$ cat config.mk
export PLATFORM = sky130hd
export DESIGN_NAME = cache_controller
export DESIGN_NICKNAME = d
export VERILOG_FILES = /design/src/rtl/cache_pkg.sv /design/src/rtl/cache_array.sv /design/src/rtl/cache_controller.sv
export SDC_FILE = /design/constraint.sdc
export NUM_CORES = 2
export LEC_CHECK = 0
export CORE_ASPECT_RATIO = 0.7
export CORE_UTILIZATION = 40
export DETAILED_ROUTE_END_ITERATION = 8
export DONT_BUFFER_PORTS = 1
export GPL_TIMING_DRIVEN = 0
export PLACE_DENSITY = 0.58
export SLEW_MARGIN = 5
export SYNTH_ARGS = -nofsm -noshare
export SYNTH_HDL_FRONTEND = slang
export SYNTH_MEMORY_MAX_BITS = 65536
export SYNTH_SLANG_ARGS = --single-unit
$ cat constraint.sdc
create_clock -name clk -period 8.2 [get_ports clk]
set_clock_uncertainty 0.15 [all_clocks]
set_input_delay 1.23 -clock clk [delete_from_list [all_inputs] [get_ports clk]]
set_output_delay 1.23 -clock clk [all_outputs]
set_load 0.05 [all_outputs]
$ cat src/rtl/cache_pkg.sv
// Shared constants for the direct-mapped write-through cache: address and
// block geometry, FSM state encoding and a word-select helper.
package cache_pkg;

    localparam int ADDR_W     = 12;
    localparam int BLOCK_BITS = 128;
    localparam int WORD_W     = 32;
    localparam int OFFSET_W   = 4;

    localparam logic [1:0] S_IDLE    = 2'd0;
    localparam logic [1:0] S_RD_MISS = 2'd1;
    localparam logic [1:0] S_WR_THRU = 2'd2;

    // Word w of a block sits at bits [32w+31:32w], same layout as a refill.
    function automatic logic [WORD_W-1:0] word_of(input logic [BLOCK_BITS-1:0] blk,
                                                   input logic [1:0]            w);
        return blk[WORD_W*int'(w) +: WORD_W];
    endfunction

endpackage

$ cat src/rtl/cache_array.sv
// Valid/tag/data storage for the cache: one combinational read port, one
// full-line write port (refill) and one word write port (store hit).
// Only the valid bits are reset; tag and data contents are don't-care until
// their valid bit is set.
module cache_array
    import cache_pkg::*;
#(
    parameter int LINES = 32,
    parameter int IDX_W = $clog2(LINES),
    parameter int TAG_W = ADDR_W - OFFSET_W - IDX_W
) (
    input  logic                  clk,
    input  logic                  rst,
    input  logic [IDX_W-1:0]      i_rd_idx,
    output logic                  o_rd_valid,
    output logic [TAG_W-1:0]      o_rd_tag,
    output logic [BLOCK_BITS-1:0] o_rd_data,
    input  logic                  i_line_we,
    input  logic [IDX_W-1:0]      i_line_idx,
    input  logic [TAG_W-1:0]      i_line_tag,
    input  logic [BLOCK_BITS-1:0] i_line_data,
    input  logic                  i_word_we,
    input  logic [IDX_W-1:0]      i_word_idx,
    input  logic [1:0]            i_word_sel,
    input  logic [WORD_W-1:0]     i_word_data
);

    logic [LINES-1:0]      r_valid;
    logic [TAG_W-1:0]      r_tag  [LINES];
    logic [BLOCK_BITS-1:0] r_data [LINES];

    assign o_rd_valid = r_valid[i_rd_idx];
    assign o_rd_tag   = r_tag[i_rd_idx];
    assign o_rd_data  = r_data[i_rd_idx];

    // Valid bits: cleared by reset, set by a completed refill.
    always_ff @(posedge clk or posedge rst) begin
        if (rst) begin
            r_valid <= '0;
        end else if (i_line_we) begin
            r_valid[i_line_idx] <= 1'b1;
        end
    end

    // Tag/data storage, never reset; refill and store-hit never coincide.
    always_ff @(posedge clk) begin
        if (i_line_we) begin
            r_tag[i_line_idx]  <= i_line_tag;
            r_data[i_line_idx] <= i_line_data;
        end
        if (i_word_we) begin
            r_data[i_word_idx][WORD_W*int'(i_word_sel) +: WORD_W] <= i_word_data;
        end
    end

endmodule

$ cat src/rtl/cache_controller.sv
// Direct-mapped, write-through, no-write-allocate cache controller with
// saturating hit/miss statistics. Block refill on read miss, single-word
// write-through on every store.
module cache_controller
    import cache_pkg::*;
#(
    parameter int LINES = 32,
    parameter int CNT_W = 16
) (
    input  logic                  clk,
    input  logic                  rst,
    input  logic                  cpu_read,
    input  logic                  cpu_write,
    input  logic [ADDR_W-1:0]     cpu_addr,
    input  logic [WORD_W-1:0]     cpu_wdata,
    output logic [WORD_W-1:0]     cpu_rdata,
    output logic                  stall,
    output logic                  mem_read,
    output logic                  mem_write,
    output logic [ADDR_W-1:0]     mem_addr,
    output logic [WORD_W-1:0]     mem_wdata,
    input  logic                  mem_ready,
    input  logic [BLOCK_BITS-1:0] mem_rdata,
    output logic [CNT_W-1:0]      hit_count,
    output logic [CNT_W-1:0]      miss_count
);

    localparam int IDX_W = $clog2(LINES);
    localparam int TAG_W = ADDR_W - OFFSET_W - IDX_W;

    logic [1:0]          r_state;
    logic [ADDR_W-1:2]   r_addr;      // word address of the request in flight
    logic [WORD_W-1:0]   r_wdata;
    logic                r_done;      // write at r_addr already went through
    logic                r_refilled;  // line at r_addr was just refilled
    logic [CNT_W-1:0]    r_hit_cnt;
    logic [CNT_W-1:0]    r_miss_cnt;

    logic [IDX_W-1:0]      w_idx;
    logic [TAG_W-1:0]      w_tag;
    logic [1:0]            w_word;
    logic                  w_rd_valid;
    logic [TAG_W-1:0]      w_rd_tag;
    logic [BLOCK_BITS-1:0] w_rd_data;
    logic                  w_idle;
    logic                  w_hit;
    logic                  w_rd_req;
    logic                  w_wr_req;
    logic                  w_same;
    logic                  w_wr_done;
    logic                  w_rd_hit;
    logic                  w_rd_miss;
    logic                  w_wr_new;
    logic                  w_line_we;
    logic                  w_word_we;
    logic                  w_unused_addr;

    function automatic logic [CNT_W-1:0] sat_inc(input logic [CNT_W-1:0] v);
        return (&v) ? v : v + CNT_W'(1);
    endfunction

    assign w_idx         = cpu_addr[OFFSET_W +: IDX_W];
    assign w_tag         = cpu_addr[ADDR_W-1 -: TAG_W];
    assign w_word        = cpu_addr[3:2];
    assign w_unused_addr = ^cpu_addr[1:0];

    assign w_idle    = (r_state == S_IDLE);
    assign w_hit     = w_rd_valid && (w_rd_tag == w_tag);
    assign w_rd_req  = cpu_read & ~cpu_write;
    assign w_wr_req  = cpu_write & ~cpu_read;
    assign w_same    = (cpu_addr[ADDR_W-1:2] == r_addr);
    // A completed store stays "done" until the CPU drops or moves the request.
    assign w_wr_done = r_done & w_wr_req & w_same;
    assign w_rd_hit  = w_idle & w_rd_req & w_hit;
    assign w_rd_miss = w_idle & w_rd_req & ~w_hit;
    assign w_wr_new  = w_idle & w_wr_req & ~w_wr_done;

    assign w_line_we = mem_read & mem_ready;
    assign w_word_we = w_wr_new & w_hit & ~rst;

    cache_array #(
        .LINES (LINES),
        .IDX_W (IDX_W),
        .TAG_W (TAG_W)
    ) u_array (
        .clk         (clk),
        .rst         (rst),
        .i_rd_idx    (w_idx),
        .o_rd_valid  (w_rd_valid),
        .o_rd_tag    (w_rd_tag),
        .o_rd_data   (w_rd_data),
        .i_line_we   (w_line_we),
        .i_line_idx  (r_addr[OFFSET_W +: IDX_W]),
        .i_line_tag  (r_addr[ADDR_W-1 -: TAG_W]),
        .i_line_data (mem_rdata),
        .i_word_we   (w_word_we),
        .i_word_idx  (w_idx),
        .i_word_sel  (w_word),
        .i_word_data (cpu_wdata)
    );

    // Memory-side outputs decode the state only, so they drop with the return to IDLE.
    assign mem_read  = (r_state == S_RD_MISS);
    assign mem_write = (r_state == S_WR_THRU);
    assign mem_addr  = mem_read  ? {r_addr[ADDR_W-1:OFFSET_W], {OFFSET_W{1'b0}}} :
                       mem_write ? {r_addr, 2'b00} : '0;
    assign mem_wdata = mem_write ? r_wdata : '0;

    assign stall      = ~rst & (~w_idle | w_rd_miss | w_wr_new);
    assign cpu_rdata  = w_rd_hit ? word_of(w_rd_data, w_word) : '0;
    assign hit_count  = r_hit_cnt;
    assign miss_count = r_miss_cnt;

    // Control FSM and request latches; reset abandons any transfer in flight.
    always_ff @(posedge clk or posedge rst) begin
        if (rst) begin
            r_state    <= S_IDLE;
            r_addr     <= '0;
            r_wdata    <= '0;
            r_done     <= 1'b0;
            r_refilled <= 1'b0;
        end else begin
            case (r_state)
                S_IDLE: begin
                    r_refilled <= 1'b0;
                    if (!w_wr_done) begin
                        r_done <= 1'b0;
                    end
                    if (w_rd_miss) begin
                        r_addr  <= cpu_addr[ADDR_W-1:2];
                        r_state <= S_RD_MISS;
                    end else if (w_wr_new) begin
                        r_addr  <= cpu_addr[ADDR_W-1:2];
                        r_wdata <= cpu_wdata;
                        r_state <= S_WR_THRU;
                    end
                end
                S_RD_MISS: begin
                    if (mem_ready) begin
                        r_refilled <= 1'b1;
                        r_state    <= S_IDLE;
                    end
                end
                S_WR_THRU: begin
                    if (mem_ready) begin
                        r_done  <= 1'b1;
                        r_state <= S_IDLE;
                    end
                end
                default: r_state <= S_IDLE;
            endcase
        end
    end

    // Statistics: each request counts once; the replay after a refill is not a new hit.
    always_ff @(posedge clk or posedge rst) begin
        if (rst) begin
            r_hit_cnt  <= '0;
            r_miss_cnt <= '0;
        end else begin
            if ((w_rd_hit && !(r_refilled && w_same)) || (w_wr_new && w_hit)) begin
                r_hit_cnt <= sat_inc(r_hit_cnt);
            end
            if (w_rd_miss || (w_wr_new && !w_hit)) begin
                r_miss_cnt <= sat_inc(r_miss_cnt);
            end
        end
    end

endmodule

# Yosys cells after proc, flatten, opt, wreduce, memory -nomap -nowiden
# Memories as Yosys holds them, arrays and structs flattened.
# Cells that the tools add are included.
classes:
  addsub: 3
  reduce_logical: 25
  magnitude_cmp: 3
  eq_ne: 9
  n_shift: 3
  muxes: 25
  n_bitwise: 25
ops:
  columns: ["op", "count"]
  rows:
  - ["two-way mux 128 bit", 3]
  - ["OR reduction 128 bit", 1]
  - ["variable shift 32 x 33 -> 128 bit, first input constant", 1]
  - ["indexed part select 128 x 8 -> 32 bit", 1]
  - ["indexed part select 32 x 33 -> 128 bit", 1]
  - ["two-way mux 32 bit", 2]
  - ["negator 7 -> 33 bit", 1]
  - ["adder 16 x 1 -> 16 bit, second input constant", 2]
  - ["OR 32 bit", 1]
  - ["AND reduction 16 bit", 2]
  - ["two-way mux 12 bit", 2]
  - ["two-way mux 10 bit", 2]
  - ["bitwise AND 1 bit", 13]
  - ["< comparator 5 x 6 -> 1 bit, second input constant", 2]
  - ["equality test 10 bit", 1]
  - ["AND reduction 2 bit", 5]
  - ["inverter 1 bit", 9]
  - ["two-way mux 1 bit", 7]
  - ["logical AND 1 bit", 6]
  - ["two-way mux 2 bit", 3]
  - ["inequality test 2 x 1 -> 1 bit, second input constant", 3]
  - ["AND reduction 3 bit", 2]
  - ["nonzero test 2 bit", 3]
  - ["binary-select mux 1 bit (select 5 bit)", 1]
  - ["other kinds (15)", 19]
word_totals:
  ram_bits: 4192
  out_inout_bits: 111
  regBits: 110
  word_cells: 103
  n_memories: 2
  input_bits: 177
memory_table:
  columns: ["memory", "words", "width", "read_ports", "rd_clocked_by_memory_dff", "wr", "line_no", "source"]
  rows:
  - ["u_array.r_data", 32, 128, 1, 0, 1, "cache_array.sv:30", "logic [BLOCK_BITS-1:0] r_data [LINES];"]
  - ["u_array.r_tag", 32, 3, 1, 0, 1, "cache_array.sv:29", "logic [TAG_W-1:0] r_tag [LINES];"]

# Depth between registers and ports, before layout
logic_depth:
  ltp_word: 12
  ltp_mapped: 14
  mapped_depth_nobuf: 8

# By module
# Synthesis repeated with hierarchy kept, for this count alone.
unflattened:
  cells_unflattened: 14636
  hier_area_um2: 213192.0
by_module_without_submodules:
  columns: ["module", "n_inst", "area_per_inst_um2", "cells_per_inst", "seq_area_each_um2"]
  rows:
  - ["cache_array", 1, 208208.4, 14224, 126681.5]
  - ["cache_controller", 1, 4983.5, 412, 1951.9]

# Least setup slack after synthesis
# No wires, ideal clock.
synth_timing:
  path_type: "input to output"
  startpoint: "input cpu_addr[6]"
  endpoint: "output cpu_rdata[10]"
  arrival_time_ps: 3981
  slack_ps: 2839
  path_buffers: 5
  path_stages: 13
  required_time_ps: 6820
  cell_sequence: "buf_4 -> buf_6 -> buf_2 -> mux2i_1 -> a22oi_1 -> nand4b_1 -> nand4_1 -> xnor2_1 -> and4_4 -> buf_4 -> nand2_1 -> buf_2 -> a21oi_1"
synth_via:
  elab_chain_cells: 5
  word_cells_on_any_way: 9
  classes_between: "eq/ne: 1; shift: 1; mux: 3; bitwise: 1; reduce/logical: 1; memory: 2"
synth_lines:
  columns: ["element", "line_no", "source"]
  rows:
  - ["start, declared", "cache_controller.sv:14", "input logic [ADDR_W-1:0] cpu_addr,"]
  - ["parallel branches: the longest is 4 deep, another holds memory (32 x 128 bit)", null, null]
  - ["two-way mux 32 bit *", "cache_controller.sv:110", "assign cpu_rdata = w_rd_hit ? word_of(w_rd_data, w_word) : '0;"]
  - ["end, declared", "cache_controller.sv:16", "output logic [WORD_W-1:0] cpu_rdata,"]
# Every way passes the cells marked *. The select of a mux whose other input is x is not followed.

# Worst setup path after layout
layout_timing:
  startpoint: "input cpu_addr[5]"
  endpoint: "output cpu_rdata[19]"
# The elaborated chain is that of the path after synthesis.

==> qor.txt <==
outcome -> complete, but fails checks
RSZ-0062 raised after global routing -> false
Placer Congestion -> 1.061
Logic pwr share -> 8.9%
Num CTS Buffers -> 422
Sw Share -> 24.07%
failing checks -> design-rule violations, max-capacitance violations, max-slew violations, negative setup slack
final net count -> 8009
register bit total from synthesis -> 4302
CP max FO -> 10
NetSw -> 11.76 mW
first-pass GRT wire length -> 697400 µm
final core utilization -> 46.42%
Critical Path, Cell by Cell -> buf_2, clkbuf_1, clkbuf_1, clkbuf_1, mux4_2, mux4_2, mux4_2, nand2_1, a21oi_1
class of the worst hold path -> input port to flip-flop
initial antenna violation count -> 141
Layout area overhead -> 15.25%
Post-synth EDFFs -> 4192
synth warn -> 0
Final Setup Violations -> 1
CTS sink cnt -> 4302
Routed WL -> 523400 µm
largest net degree at the start of global routing -> 70
vias in the first global route -> 79910
pre-CTS WS -> 0.2254 ns
First-pass DRT Iterations -> 9
Final Critical Period -> 8.289 ns
CTS root buf -> clkbuf_16
Pleak -> 59.88 nW
most common cell after layout, fill and taps aside -> edfxtp_1
cells after synthesis -> 7249
worst skew pair latency -> 1.00 ns
maximum VDD drop -> 0.0001680 V
P per Cell Area -> 252.5 nW/µm²
DR WL/cell -> 37.51 µm
die area -> 422300 µm²
highest-count cells in the layout ignoring fill and taps -> edfxtp_1, mux4_2, clkbuf_16
Pint -> 37.08 mW
Async SR Flop Fraction -> 2.557%
die extent in x -> 776.2 µm
Final Hold Viols -> 0
post-route setup slack -> -0.08904 ns
gr usage total -> 24.34%
CTS tree -> yes
initial drt markers -> 12980
total power -> 48.84 mW
DRC -> 168
Synth cell types -> 54
max-slew violation count -> 28
Top FF cell, synth -> edfxtp_1
GR Overflow Total -> 0
CP max-delay cell -> a21oi_1
syn_area_per_cell -> 23.15 µm²
hold slack -> 0.2032 ns
largest stage delay on the critical path -> 1.20 ns
Boundary Pins -> 288
Avg Vias per Cell -> 6.048
worst slew pin tran -> 1.534 ns
Synth Cell Area -> 167800 µm²
Reg clk slew, reported paths -> 0.06 ns
input/output buffers -> 0
Max Clk Rate -> 0.1206 GHz
CP arrival -> 6.91 ns
FILL cells -> 34100
Worst setup EP type -> primary output
DRT antenna net count -> 0
sequential share of the synthesized area -> 76.64%
critical path required time -> 6.82 ns
Die H -> 544.0 µm
core footprint -> 416700 µm²
# rows -> 198
setup tns final -> -0.08904 ns
placed wire-length estimate -> 362800 µm
maximum clock path buffer count -> 4
Via Count -> 84390
Slew Limit Headroom -> -2.541%
max_cap viols -> 3
Critical Path Start Type -> input port
Initial Utilization -> 40.28%
share of layout cells above drive strength 1 -> 31.84%
Setup Buffers After CTS -> 0
register share of total power -> 51.2%
Final Cycle Share -> 101.1%
H-tree depth -> 5
CP Class -> input port to primary output
clock share of power -> 39.9%
[stage by stage]
stage,area [µm²],cells
2_1_floorplan,167900,7250
3_3_place_gp,174900,12850
3_5_place_dp,179300,13000
4_1_cts,193000,13770
5_1_grt,193300,13890
6_report,193400,13950
[logic make-up (layout without fill, tap and decap cells)]
logic type      after synthesis  in the layout  synth area share, %
flops                      4302           4302                76.64
mux                        1477           1477                18.92
simple gates                777            777                2.057
buf+inv                     429           1353                1.202
compound gates              211            211               0.8923
xor+xnor                     43             43               0.2244
fa+ha+maj                     9              9              0.06709
other cells                   1            182             0.002234
[power groups by stage]
stage	Combinational, mW	Clock [mW]	Sequential (mW)
6_report	4.36	19.5	25.0
5_1_grt	4.48	20.4	25.0
4_1_cts	4.27	19.6	25.0
3_5_place_dp	4.26	0	25.5
3_3_place_gp	3.93	0	25.5
2_1_floorplan	2.40	0	25.4
[final cells by class]
class                      count  area, µm²  area share [%]
clock inverter               240       2395           1.238
sequential                  4302     128600           66.50
clock buffer                 535      11260           5.820
inverter                      14      57.56         0.02975
tap                         5600       7007           3.622
antenna                      180      450.4          0.2328
multi-input combinational   2519      38400           19.85
timing repair buffer         149       3249           1.680
buffer                       415       1994           1.031
[path summary, 6_finish.rpt]
kind	end	start	cells after the start	slack [ns]
max in group asynchronous	miss_count[4]	rst	3	6.33
max reg2reg	u_array.r_data[0][65]	r_addr[10]	11	2.35
max	cpu_rdata[19]	cpu_addr[5]	9	-0.09
min reg2reg	u_array.r_valid[26]	u_array.r_valid[26]	1	0.32
min	r_wdata[9]	cpu_wdata[9]	1	0.20
min in group asynchronous	r_wdata[23]	rst	2	0.64
[metal layers]
layer | track usage, % | wire (µm) | vias to the layer above
met5 | 0.1126 | 162 | -
met4 | 10.97 | 27360 | 24
met3 | 7.507 | 62380 | 969
met2 | 34.65 | 225100 | 5065
met1 | 34.56 | 208400 | 46210
li1 | - | - | 32130
[registers in the layout (all words and copies together) (netlist names), 2 cells and up]
signal and count:
hit_count 16, r_state 2, u_array.r_valid 32, r_addr 10
miss_count 16, u_array.r_data 4096, u_array.r_tag 96, r_wdata 32
[worst max-delay path: cells and delay by family]
kind | cells | cell delay (ns)
compound gates | 1 | 1.20
buf+inv | 4 | 2.87
mux | 3 | 1.26
simple gates | 1 | 0.30
[repair_timing]
item | in CTS | in global routing
endpoints found under the hold margin | 15 | 0
resized for setup | 0 | 0
hold buffers | 1 | 0
[synth_stat cells (3+ instances only)]
cell	n	area share [%]
a21o_1	128	0.57
a21oi_1	38	0.11
a22oi_1	25	0.11
a22oi_2	3	0.022
and2_1	36	0.13
and3_1	9	0.034
buf_1	34	0.076
buf_2	161	0.48
buf_4	25	0.11
buf_6	15	0.10
clkbuf_1	180	0.40
dfrtp_1	110	1.6
edfxtp_1	4192	75
ha_1	9	0.067
inv_1	13	0.029
mux2_2	42	0.28
mux2i_1	83	0.49
mux4_2	1352	18
nand2_1	220	0.49
nand2b_1	10	0.037
nand3_1	17	0.051
nand3b_1	6	0.027
nand4_1	11	0.041
nand4b_1	4	0.021
nor2_1	358	0.80
nor2b_1	16	0.060
nor3_1	29	0.086
nor3b_1	8	0.036
nor4_2	6	0.045
o21ai_0	7	0.021
or2_2	35	0.13
xnor2_1	18	0.094
xor2_1	25	0.13
Note: power is estimated with default switching activity, not from simulation.
